[src/rtl/fifo_wr_arbiter.sv]
// fifo_wr_arbiter: round-robin arbiter that shares the single FIFO write port
// among NUM_REQ producers. It throttles on full/almost-full and checks every
// issued write against the FIFO's ack/overflow response one cycle later,
// counting lost writes in a saturating counter and raising a sticky error flag.
module fifo_wr_arbiter #(
    parameter int NUM_REQ    = 4,
    parameter int FIFO_WIDTH = 16,
    parameter int CNT_W      = 8
) (
    input  logic                          clk,
    input  logic                          rst,
    input  logic [NUM_REQ-1:0]            req,
    input  logic [NUM_REQ*FIFO_WIDTH-1:0] req_data,
    output logic [NUM_REQ-1:0]            gnt,
    output logic                          fifo_wr_en,
    output logic [FIFO_WIDTH-1:0]         fifo_data_in,
    input  logic                          fifo_full,
    input  logic                          fifo_almostfull,
    input  logic                          fifo_wr_ack,
    input  logic                          fifo_overflow,
    output logic [CNT_W-1:0]              drop_cnt,
    output logic                          wr_err
);

    localparam int IDX_W = (NUM_REQ > 1) ? $clog2(NUM_REQ) : 1;
    localparam logic [IDX_W-1:0] LAST_IDX = IDX_W'(NUM_REQ - 1);
    localparam logic [CNT_W-1:0] CNT_MAX  = {CNT_W{1'b1}};
    localparam logic [CNT_W-1:0] CNT_ONE  = {{(CNT_W-1){1'b0}}, 1'b1};

    logic [NUM_REQ-1:0]    gnt_q, gnt_d;
    logic                  fifo_wr_en_q, fifo_wr_en_d;
    logic [FIFO_WIDTH-1:0] fifo_data_in_q, fifo_data_in_d;
    logic [CNT_W-1:0]      drop_cnt_q, drop_cnt_d;
    logic                  wr_err_q, wr_err_d;
    logic                  pending_q, pending_d;
    logic [IDX_W-1:0]      last_grant_q, last_grant_d;

    logic [NUM_REQ-1:0]    elig_s;
    logic                  throttle_s;
    logic                  win_found_s;
    logic [IDX_W-1:0]      win_idx_s;
    logic [FIFO_WIDTH-1:0] win_data_s;
    logic                  issue_s;
    logic                  lost_s;

    // Eligibility and throttle: a held request already granted this cycle is
    // masked, and the in-flight write counts against an almost-full FIFO.
    always_comb begin
        elig_s     = req & ~gnt_q;
        throttle_s = fifo_full | (fifo_almostfull & fifo_wr_en_q);
    end

    // Rotating priority search starting just after the last winner.
    always_comb begin
        int cand;
        win_found_s = 1'b0;
        win_idx_s   = {IDX_W{1'b0}};
        cand        = 0;
        for (int k = 0; k < NUM_REQ; k++) begin
            cand = (int'(last_grant_q) + k + 32'sd1) % NUM_REQ;
            if (!win_found_s && elig_s[IDX_W'(cand)]) begin
                win_found_s = 1'b1;
                win_idx_s   = IDX_W'(cand);
            end else begin
                win_found_s = win_found_s;
            end
        end
        issue_s = win_found_s & ~throttle_s;
    end

    // Select the winner's data slice with constant-indexed slices.
    always_comb begin
        win_data_s = {FIFO_WIDTH{1'b0}};
        for (int i = 0; i < NUM_REQ; i++) begin
            if (win_idx_s == IDX_W'(i)) begin
                win_data_s = req_data[i*FIFO_WIDTH +: FIFO_WIDTH];
            end else begin
                win_data_s = win_data_s;
            end
        end
    end

    // Next-state for the write port: grant pulse, enable, data and pointer.
    always_comb begin
        for (int i = 0; i < NUM_REQ; i++) begin
            gnt_d[i] = issue_s && (win_idx_s == IDX_W'(i));
        end
        fifo_wr_en_d = issue_s;
        if (issue_s) begin
            fifo_data_in_d = win_data_s;
            last_grant_d   = win_idx_s;
        end else begin
            fifo_data_in_d = fifo_data_in_q;
            last_grant_d   = last_grant_q;
        end
    end

    // Response check: the write issued last cycle must be acknowledged now.
    always_comb begin
        pending_d = fifo_wr_en_q;
        lost_s    = pending_q & (~fifo_wr_ack | fifo_overflow);
        if (lost_s && (drop_cnt_q != CNT_MAX)) begin
            drop_cnt_d = drop_cnt_q + CNT_ONE;
        end else begin
            drop_cnt_d = drop_cnt_q;
        end
        wr_err_d = wr_err_q | lost_s;
    end

    // State registers; reset points the pointer at the last index so that
    // requester 0 is searched first, and drops any in-flight check.
    always_ff @(posedge clk) begin
        if (rst) begin
            gnt_q          <= {NUM_REQ{1'b0}};
            fifo_wr_en_q   <= 1'b0;
            fifo_data_in_q <= {FIFO_WIDTH{1'b0}};
            drop_cnt_q     <= {CNT_W{1'b0}};
            wr_err_q       <= 1'b0;
            pending_q      <= 1'b0;
            last_grant_q   <= LAST_IDX;
        end else begin
            gnt_q          <= gnt_d;
            fifo_wr_en_q   <= fifo_wr_en_d;
            fifo_data_in_q <= fifo_data_in_d;
            drop_cnt_q     <= drop_cnt_d;
            wr_err_q       <= wr_err_d;
            pending_q      <= pending_d;
            last_grant_q   <= last_grant_d;
        end
    end

    assign gnt          = gnt_q;
    assign fifo_wr_en   = fifo_wr_en_q;
    assign fifo_data_in = fifo_data_in_q;
    assign drop_cnt     = drop_cnt_q;
    assign wr_err       = wr_err_q;

endmodule
[config.mk]
export PLATFORM = sky130hd
export DESIGN_NAME = fifo_wr_arbiter
export DESIGN_NICKNAME = d
export VERILOG_FILES = /design/src/rtl/fifo_wr_arbiter.sv
export SDC_FILE = /design/constraint.sdc
export NUM_CORES = 1
export LEC_CHECK = 0
export BUFFER_PORTS_ARGS = -buffer_cell sky130_fd_sc_hd__buf_4
export CELL_PAD_IN_SITES_DETAIL_PLACEMENT = 0
export CELL_PAD_IN_SITES_GLOBAL_PLACEMENT = 1
export CORE_UTILIZATION = 31
export DETAILED_ROUTE_END_ITERATION = 10
export PLACE_DENSITY_LB_ADDON = 0.1
export RECOVER_POWER = 25
export SLEW_MARGIN = 20
export SYNTH_ARGS = -nofsm -noshare
export SYNTH_HDL_FRONTEND = slang
export SYNTH_SLANG_ARGS = --single-unit
export TNS_END_PERCENT = 50
[constraint.sdc]
create_clock -name clk -period 2.2 [get_ports clk]
set_clock_uncertainty 0.2 [all_clocks]
set_input_delay 0.11 -clock clk [delete_from_list [all_inputs] [get_ports clk]]
set_output_delay 0.11 -clock clk [all_outputs]
set_load 0.05 [all_outputs]
==> results of run 1 <==
-- worst register-to-register path, delay by kind of cell (launching register included) --
kind	cells	cell delay (ns)
AO/OA/AOI/OAI	4	0.72
flip-flops	1	0.36
buffers and inverters	1	0.21
AND/OR/NAND/NOR	1	0.45
-- power breakdown --
part           total [mW]  switching [mW]  internal, mW  leakage (nW)
logic               0.714           0.410         0.303         0.951
registers           0.676          0.0303         0.646         0.272
clock network       0.517           0.234         0.283        0.0542
-- cell usage after synthesis, types with 2 or more instances --
cell type	instances
dfxtp_1	33
nand3_1	32
nor2_1	15
o21ai_0	15
a32o_1	13
o32a_2	13
a21oi_1	5
and3_1	5
inv_1	5
nor3_1	5
a211o_1	4
buf_2	4
buf_6	4
clkbuf_1	4
nor2b_1	4
xnor2_1	4
a221oi_1	3
a311oi_1	3
nand2_1	3
nand2b_1	3
nand3b_1	3
a211oi_1	2
o21ai_1	2
o22ai_1	2
or3_1	2
-- area by class of cell --
class	instances	area share
inverters	5	0.00616
well taps	75	0.0308
multi-input cells	157	0.367
flip-flops and latches	33	0.218
clock inverters	1	0.00164
repair buffers	138	0.345
clock buffers	7	0.0316
-- worst paths after layout --
check / start / end / slack [ns]
min: req_data[36] / fifo_data_in[4]$_SDFFE_PP0N_ / -0.001
max reg2reg: last_grant_q[0]$_SDFFE_PP1N_ / fifo_data_in[0]$_SDFFE_PP0N_ / 0.13
max: last_grant_q[0]$_SDFFE_PP1N_ / fifo_data_in[0]$_SDFFE_PP0N_ / 0.13
min reg2reg: fifo_data_in[6]$_SDFFE_PP0N_ / fifo_data_in[6]$_SDFFE_PP0N_ / 0.27
-- routing by layer --
layer  track usage  up-vias  routed length (um)
li1              -     1080                   -
met1         0.254     1002                2830
met2         0.331       79                2960
met3        0.0693        7                 445
met4        0.0714        0                  78
met5             0        -                   0
-- cell families after synthesis --
| logic type | Yosys count |
|---|---|
| simple gates | 81 |
| compound gates | 69 |
| flops | 33 |
| buf+inv | 20 |
| xor+xnor | 5 |
| mux | 1 |
| fa+ha+maj | 1 |
-- what timing repair did --
item	4_1_cts	5_1_grt
gates resized for setup	0	2
hold endpoints to repair	30	0
hold buffers	22	0
endpoints found under the setup margin	0	9
-- stage by stage --
stage | utilization | setup WS (ns) | instances
5_1_grt | 0.515 | 0.0416 | 416
3_3_place_gp | 0.468 | 0.159 | 386
4_1_cts | 0.522 | 0.115 | 416
3_5_place_dp | 0.468 | 0.125 | 386
2_1_floorplan | - | 0.0181 | 210
6_report | 0.515 | 0.129 | 416
-- state kept, by name, summed over array words and instances, names as in the netlist --
| signal | flops |
|---|---|
| fifo_wr_en | 1 |
| gnt | 4 |
| drop_cnt | 8 |
| fifo_data_in | 16 |
| last_grant_q | 2 |
| pending_q | 1 |
| wr_err | 1 |
==> metrics, run 1 <==
CTS buffer count=5; Max-Slew Margin vs Limit=0.552; hold path depth=4; # rows=28; Clk Latency, worst-skew pair=0.29 ns; crit path launch type=register; Post-synth EDFFs=0; failing checks=hold timing; WHS=-0.00144 ns; Initial Utilization=0.321; Power Total=1.91 mW; CTS tree=built; synth warn=0; worst min path class=input port to register; VDD IR max=0.312 mV; H-Tree Depth=2; adder-cell share of the synthesized area=0.00659; Vias/cell=5.21; Leakage Power=1.28 nW; number of DRC markers in iteration 0=137; endpoints failing setup=0; wire per inst=15.2 um; Pwr per Cell Area=625 nW/um^2; RSZ-0062 raised after global routing=false; Worst path slowest cell=or3b_4; Core Area=5920 um^2; Synth Flop Type=dfxtp_1; status=finished, violations left; Yosys top cell area share=0.348; Synth Area in XOR/XNOR=0.0231; main combinational cell family by area after synthesis=compound AO/OA/AOI/OAI gates; Boundary Pins=104; port bufs=103; mux cell area share after synthesis=0.00527; final layout net count=415; FMAX=483 MHz; Worst Path Buf+Inv=1; Antenna diodes=0; global-route wire length before repair=9.91 mm; worst slew pin tran=0.671 ns; ranking of synthesized cells by area=dfxtp_1 (35%), nand3_1 (8.4%), o32a_2 (7.7%); simple-gate share of the synthesized area=0.230; DR pass1 iterations=4; Crit Path Class=register to register; layout overhead on the synthesized area=60.6%; crit-path leading delay family=compound AO/OA/AOI/OAI gates; postcts setup bufs=0; CTS sink cnt=33; register area share after synthesis=0.348; gpl congestion=0.817; layout cell share with drive strength beyond 1=0.405; worst path required time=2.16 ns; GRT Total Usage=0.205; post-synth cell types=47; hpwl dp=4.45 mm; part of the cycle the worst path needs=0.941; GR Overflow Total=0; commonest cells after routing, fill and taps aside=buf_4 (101), nand3_1 (32), dfxtp_1 (30); Setup TNS=0 ns; Reg area=664 um^2; Fillers=571; syn_nets=285; cells after synthesis=210; Crit path depth=6; DP Area=2770 um^2; die outline height=80.3 um; vias in the first global route=2079; Max Slew Vio Count=0; area occupied by multi-input gates=1120 um^2; crit-path cells=or3b_4 -> o211ai_1 -> a21oi_4 -> buf_4 -> a221oi_1 -> a311oi_1; post-synthesis register bit count=33; Synth Area in Compound Gates=0.318; total die area=6440 um^2; commonest non-fill, non-tap cell in the layout=buf_4; Root Buffer=clkbuf_8; Hold Vio Cnt, Final=1; Async S/R FF share, synth=0; Vias=2168; die width=80.3 um; Tmin final=2.07 ns; Mapped Avg Cell Area=9.04 um^2; largest net degree at the start of global routing=20; initial antenna violation count=0; Final Cell Area=3050 um^2; CTS Buffer Depth=2; Total Wirelength=6.32 mm; FF-to-FF path depth=6; CP Max Fanout=17; Final ANT Viol Nets=0; max cap viols=0; Crit. End Element=register; CTS clk-pin slew, worst paths=0.07 ns; leading area contributor after synthesis=dfxtp_1; Max stage delay on crit path=0.44 ns; DRC viols=0; Critical Path AT=2.03 ns; Synth Cell Area=1900 um^2
No activity file was read; power rests on OpenSTA's default activity.
==> inputs of run 2 (changes only) <==
--- a/config.mk
+++ b/config.mk
@@ -10,2 +10,3 @@
 export CELL_PAD_IN_SITES_GLOBAL_PLACEMENT = 1
+export CORE_MARGIN = 5
 export CORE_UTILIZATION = 31
==> constraint.sdc (replaced) <==
create_clock -name clk -period 2.2 [get_ports clk]
set_clock_uncertainty 0.2 [all_clocks]
set_input_delay 0.22 -clock clk [delete_from_list [all_inputs] [get_ports clk]]
set_output_delay 0.22 -clock clk [all_outputs]
set_load 0.05 [all_outputs]
==> metrics, run 2 (synthesis gave the netlist of run 1 again) <==
status=complete, no violations (was finished, violations left); part of the cycle the worst path needs=0.948 (was 0.941); CTS buffer count=5 (unchanged); global-route wire length before repair=10.4 mm (was 9.91 mm); Leakage Power=1.20 nW (was 1.28 nW); Critical Path AT=2.10 ns (was 2.03 ns); Worst path slowest cell=nor2_1 (was or3b_4); Layout Cells excl Fill=397 (was 416); worst slew pin tran=0.961 ns (was 0.671 ns); largest net degree at the start of global routing=20 (unchanged); CTS clk-pin slew, worst paths=0.07 ns (about the same); die width=88.3 um (was 80.3 um); wire per inst=16.3 um (was 15.2 um); Vias=2046 (was 2168); CTS Buffer Depth=2 (unchanged); CTS tree=built (unchanged); Setup TNS=0 ns (unchanged); Hold Vio Cnt, Final=0 (was 1); CP Max Fanout=13 (was 17); initial antenna violation count=0 (unchanged); worst path required time=2.22 ns (was 2.16 ns); Root Buffer=clkbuf_8 (unchanged); Vias/cell=5.15 (was 5.21); Max stage delay on crit path=0.74 ns (was 0.44 ns); Max Slew Vio Count=0 (unchanged); commonest non-fill, non-tap cell in the layout=buf_4 (unchanged); Final ANT Viol Nets=0 (unchanged); Pwr per Cell Area=659 nW/um^2 (was 625 nW/um^2); port bufs=103 (unchanged); total die area=7790 um^2 (was 6440 um^2); hpwl dp=4.89 mm (was 4.45 mm); # rows=28 (unchanged); layout cell share with drive strength beyond 1=0.432 (was 0.405); endpoints failing setup=0 (unchanged); CTS sink cnt=33 (unchanged); Worst Path Buf+Inv=0 (was 1); final layout net count=396 (was 415); DRC viols=0 (unchanged); Total Wirelength=6.47 mm (was 6.32 mm); commonest cells after routing, fill and taps aside=buf_4 (105), nand3_1 (32), dfxtp_1 (30) (was buf_4 (101), nand3_1 (32), dfxtp_1 (30)); Fillers=616 (was 571); Core Area=5920 um^2 (unchanged); Antenna diodes=0 (unchanged); cts-stage hold buffer count=0 (was 22); post_cts resized=0 (unchanged); gpl congestion=0.913 (was 0.817); crit-path leading delay family=simple AND/OR/NAND/NOR gates (was compound AO/OA/AOI/OAI gates); RSZ-0062 raised after global routing=false (unchanged); max reg flops=16 (unchanged); die outline height=88.3 um (was 80.3 um); max cap viols=0 (unchanged); GR Overflow Total=0 (unchanged); crit-path cells=nor2b_2 -> o41a_1 -> nor2_1 -> a32o_1 (was or3b_4 -> o211ai_1 -> a21oi_4 -> buf_4 -> a221oi_1 -> a311oi_1); H-Tree Depth=2 (unchanged); VDD IR max=0.303 mV (was 0.312 mV); postcts setup bufs=0 (unchanged); Crit Path Class=register to register (unchanged); layout overhead on the synthesized area=49.7% (was 60.6%); Tmin final=2.09 ns (was 2.07 ns); crit path launch type=register (unchanged); Final Cell Area=2840 um^2 (was 3050 um^2); Max-Slew Margin vs Limit=0.357 (was 0.552); FMAX=480 MHz (was 483 MHz); vias in the first global route=2091 (was 2079); Crit. End Element=register (unchanged); placed cells=389 (was 386); DP Area=2790 um^2 (was 2770 um^2); number of DRC markers in iteration 0=112 (was 137); worst min path class=input port to register (unchanged); Initial Utilization=0.321 (unchanged); Clk Latency, worst-skew pair=0.29 ns (about the same); DR pass1 iterations=4 (unchanged); Boundary Pins=104 (unchanged); GRT Total Usage=0.173 (was 0.205)
run 2: worst paths after layout:
path                startpoint                            end  slack, ns  cells after the start
max reg2reg  gnt[3]$_SDFF_PP0_  fifo_data_in[10]$_SDFFE_PP0N_       0.11                      4
min               req_data[13]  fifo_data_in[13]$_SDFFE_PP0N_       0.02                      3
max          gnt[3]$_SDFF_PP0_  fifo_data_in[10]$_SDFFE_PP0N_       0.11                      4
min reg2reg  wr_err$_SDFF_PP0_              wr_err$_SDFF_PP0_       0.25                      2
run 2: cell type report:
| cell class | count | area [um^2] | area share |
|---|---|---|---|
| repair buffers | 119 | 857 | 0.302 |
| flip-flops and latches | 33 | 664 | 0.234 |
| clock buffers | 7 | 96.3 | 0.0339 |
| well taps | 75 | 93.8 | 0.0330 |
| clock inverters | 1 | 5.00 | 0.00176 |
| multi-input cells | 157 | 1110 | 0.389 |
| inverters | 5 | 18.8 | 0.00661 |
run 2: worst register-to-register path, stage by stage (launching register included):
cell and delay, ns:
dfxtp_2 0.36, nor2b_2 0.05, o41a_1 0.45, nor2_1 0.74
a32o_1 0.22
run 2: where the power goes:
group | total [mW] | switching (mW) | internal [mW]
Sequential | 0.677 | 0.0312 | 0.646
Combinational | 0.693 | 0.405 | 0.288
Clock | 0.504 | 0.221 | 0.283
Total | 1.87 | 0.657 | 1.22
run 2: layer usage:
| metal | up-vias | wire length, um | GRT usage |
|---|---|---|---|
| li1 | 1042 | - | - |
| met1 | 918 | 2850 | 0.219 |
| met2 | 82 | 2960 | 0.279 |
| met3 | 4 | 602 | 0.0624 |
| met4 | 0 | 57 | 0.0467 |
| met5 | - | 0 | 0 |
run 2: per-stage QoR:
stage                     utilization  hold WS, ns  setup WS (ns)  total power [mW]
after floorplan                     -        0.194         0.0181              1.14
after global placement          0.471        0.235         0.0766              1.41
after detailed placement        0.471        0.238         0.0358              1.41
after CTS                       0.488      0.00804          0.104              1.92
after global routing            0.480      0.00707         0.0142              1.98
final                           0.480       0.0152          0.114              1.87
==> inputs of run 3 (changes only) <==
CORE_UTILIZATION = 28   (was 31)
clock period = 1.7 ns   (was 2.2 ns; I/O delays follow)
==> metrics, run 3 (synthesis gave the netlist of run 1 again) <==
commonest cells after routing, fill and taps aside=buf_4 (125), nand3_1 (31), dfxtp_1 (26) (was buf_4 (105), nand3_1 (32), dfxtp_1 (30)); CTS clk-pin slew, worst paths=0.07 ns (about the same); Final WS setup=-0.233 ns (was 0.114 ns); Final Cell Area=3280 um^2 (was 2840 um^2); GR Overflow Total=0 (unchanged); Hold Vio Cnt, Final=0 (unchanged); endpoints failing setup=20 (was 0); total die area=8530 um^2 (was 7790 um^2); Max-Slew Margin vs Limit=0.587 (was 0.357); hpwl dp=5.40 mm (was 4.89 mm); max reg flops=16 (unchanged); number of DRC markers in iteration 0=63 (was 112); largest net degree at the start of global routing=18 (was 20); Final ANT Viol Nets=0 (unchanged); FMAX=517 MHz (was 480 MHz); worst min path class=input port to register (unchanged); layout overhead on the synthesized area=72.7% (was 49.7%); Crit Path Class=register to register (unchanged); CTS buffer count=5 (unchanged); Initial Utilization=0.284 (was 0.321); Clk Latency, worst-skew pair=0.28 ns (was 0.29 ns); wire per inst=16.6 um (was 16.3 um); DP Area=3010 um^2 (was 2790 um^2); CP Max Fanout=5 (was 13); final layout net count=426 (was 396); Boundary Pins=104 (unchanged); die width=92.3 um (was 88.3 um); Root Buffer=clkbuf_8 (unchanged); Vias=2218 (was 2046); Vias/cell=5.13 (was 5.15); VDD IR max=0.351 mV (was 0.303 mV); H-Tree Depth=2 (unchanged); failing checks=setup timing; part of the cycle the worst path needs=1.14 (was 0.948); Crit. End Element=register (unchanged); port bufs=103 (unchanged); layout cell share with drive strength beyond 1=0.528 (was 0.432); Critical Path AT=1.92 ns (was 2.10 ns); die outline height=92.3 um (was 88.3 um); DR pass1 iterations=4 (unchanged); worst slew pin tran=0.622 ns (was 0.961 ns); Antenna diodes=0 (unchanged); global-route wire length before repair=11.4 mm (was 10.4 mm); CTS Buffer Depth=2 (unchanged); # rows=30 (was 28); Core Area=6680 um^2 (was 5920 um^2); Leakage Power=1.41 nW (was 1.20 nW); gpl congestion=0.805 (was 0.913); Tmin final=1.93 ns (was 2.09 ns); max cap viols=0 (unchanged); vias in the first global route=2324 (was 2091); CTS sink cnt=33 (unchanged); Max Slew Vio Count=0 (unchanged); Pwr per Cell Area=770 nW/um^2 (was 659 nW/um^2); CTS tree=built (unchanged); commonest non-fill, non-tap cell in the layout=buf_4 (unchanged); DRC viols=0 (unchanged); Setup TNS=-3.52 ns (was 0 ns); status=finished, violations left (was complete, no violations); initial antenna violation count=0 (unchanged); worst path required time=1.69 ns (was 2.22 ns); Power Total=2.52 mW (was 1.87 mW); RSZ-0062 raised after global routing=true (was false); Total Wirelength=7.16 mm (was 6.47 mm); crit path launch type=register (unchanged); GRT Total Usage=0.165 (was 0.173)
-- run 3: worst paths after layout --
kind / start / to / slack [ns] / cells after the start
hold reg to reg: wr_err$_SDFF_PP0_ / wr_err$_SDFF_PP0_ / 0.25 / 2
hold / removal: req_data[55] / fifo_data_in[7]$_SDFFE_PP0N_ / 0.05 / 3
setup reg to reg: gnt[1]$_SDFF_PP0_ / fifo_data_in[13]$_SDFFE_PP0N_ / -0.23 / 6
setup / recovery: gnt[1]$_SDFF_PP0_ / fifo_data_in[13]$_SDFFE_PP0N_ / -0.23 / 6
-- run 3: critical path, stage by stage, from the launching register on --
cell      delay [ns]
dfxtp_4         0.35
or3b_4          0.43
o211ai_1        0.17
a21oi_4         0.13
buf_6           0.15
nand3b_1        0.15
a311oi_1        0.26
-- run 3: per-stage QoR --
| stage | hold slack [ns] | utilization | worst slack, ns | std cells |
|---|---|---|---|---|
| 3_5_place_dp | 0.172 | 0.450 | -0.267 | 415 |
| 4_1_cts | 0.0351 | 0.480 | -0.215 | 431 |
| 6_report | 0.0481 | 0.491 | -0.233 | 432 |
| 2_1_floorplan | 0.144 | - | -0.226 | 210 |
| 3_3_place_gp | 0.166 | 0.450 | -0.244 | 415 |
| 5_1_grt | 0.0349 | 0.491 | -0.305 | 432 |
-- run 3: final cells by class --
type / count / area [um^2]
Inverter: 5 / 18.8
Clock inverter: 3 / 16.3
Clock buffer: 5 / 68.8
Timing Repair Buffer: 149 / 1150
Fill cell: 655 / 3400
Sequential cell: 33 / 679
Multi-Input combinational cell: 157 / 1240
Tap cell: 80 / 100
-- run 3: report_power, final --
part / total, mW / leakage, nW / switching, mW / internal [mW]
clock network: 0.591 / 0.0482 / 0.307 / 0.284
registers: 0.871 / 0.274 / 0.0381 / 0.832
logic: 1.06 / 1.08 / 0.586 / 0.477
-- run 3: routing by layer --
layer  up-vias  track usage  share of wire
met5         -            0              0
met4         0       0.0408          0.012
met3         7       0.0487          0.066
met2        71        0.268           0.47
met1      1036        0.215           0.45
li1       1104            -              -
-- run 3: what timing repair did --
item / in CTS / in global routing
gates resized for setup: 10 / 17
setup buffers: 0 / 0
endpoints found under the setup margin: 23 / 30
endpoints found under the hold margin: 5 / 0
cloned: 0 / 1
hold buffers: 8 / 0
pin swaps: 6 / 7
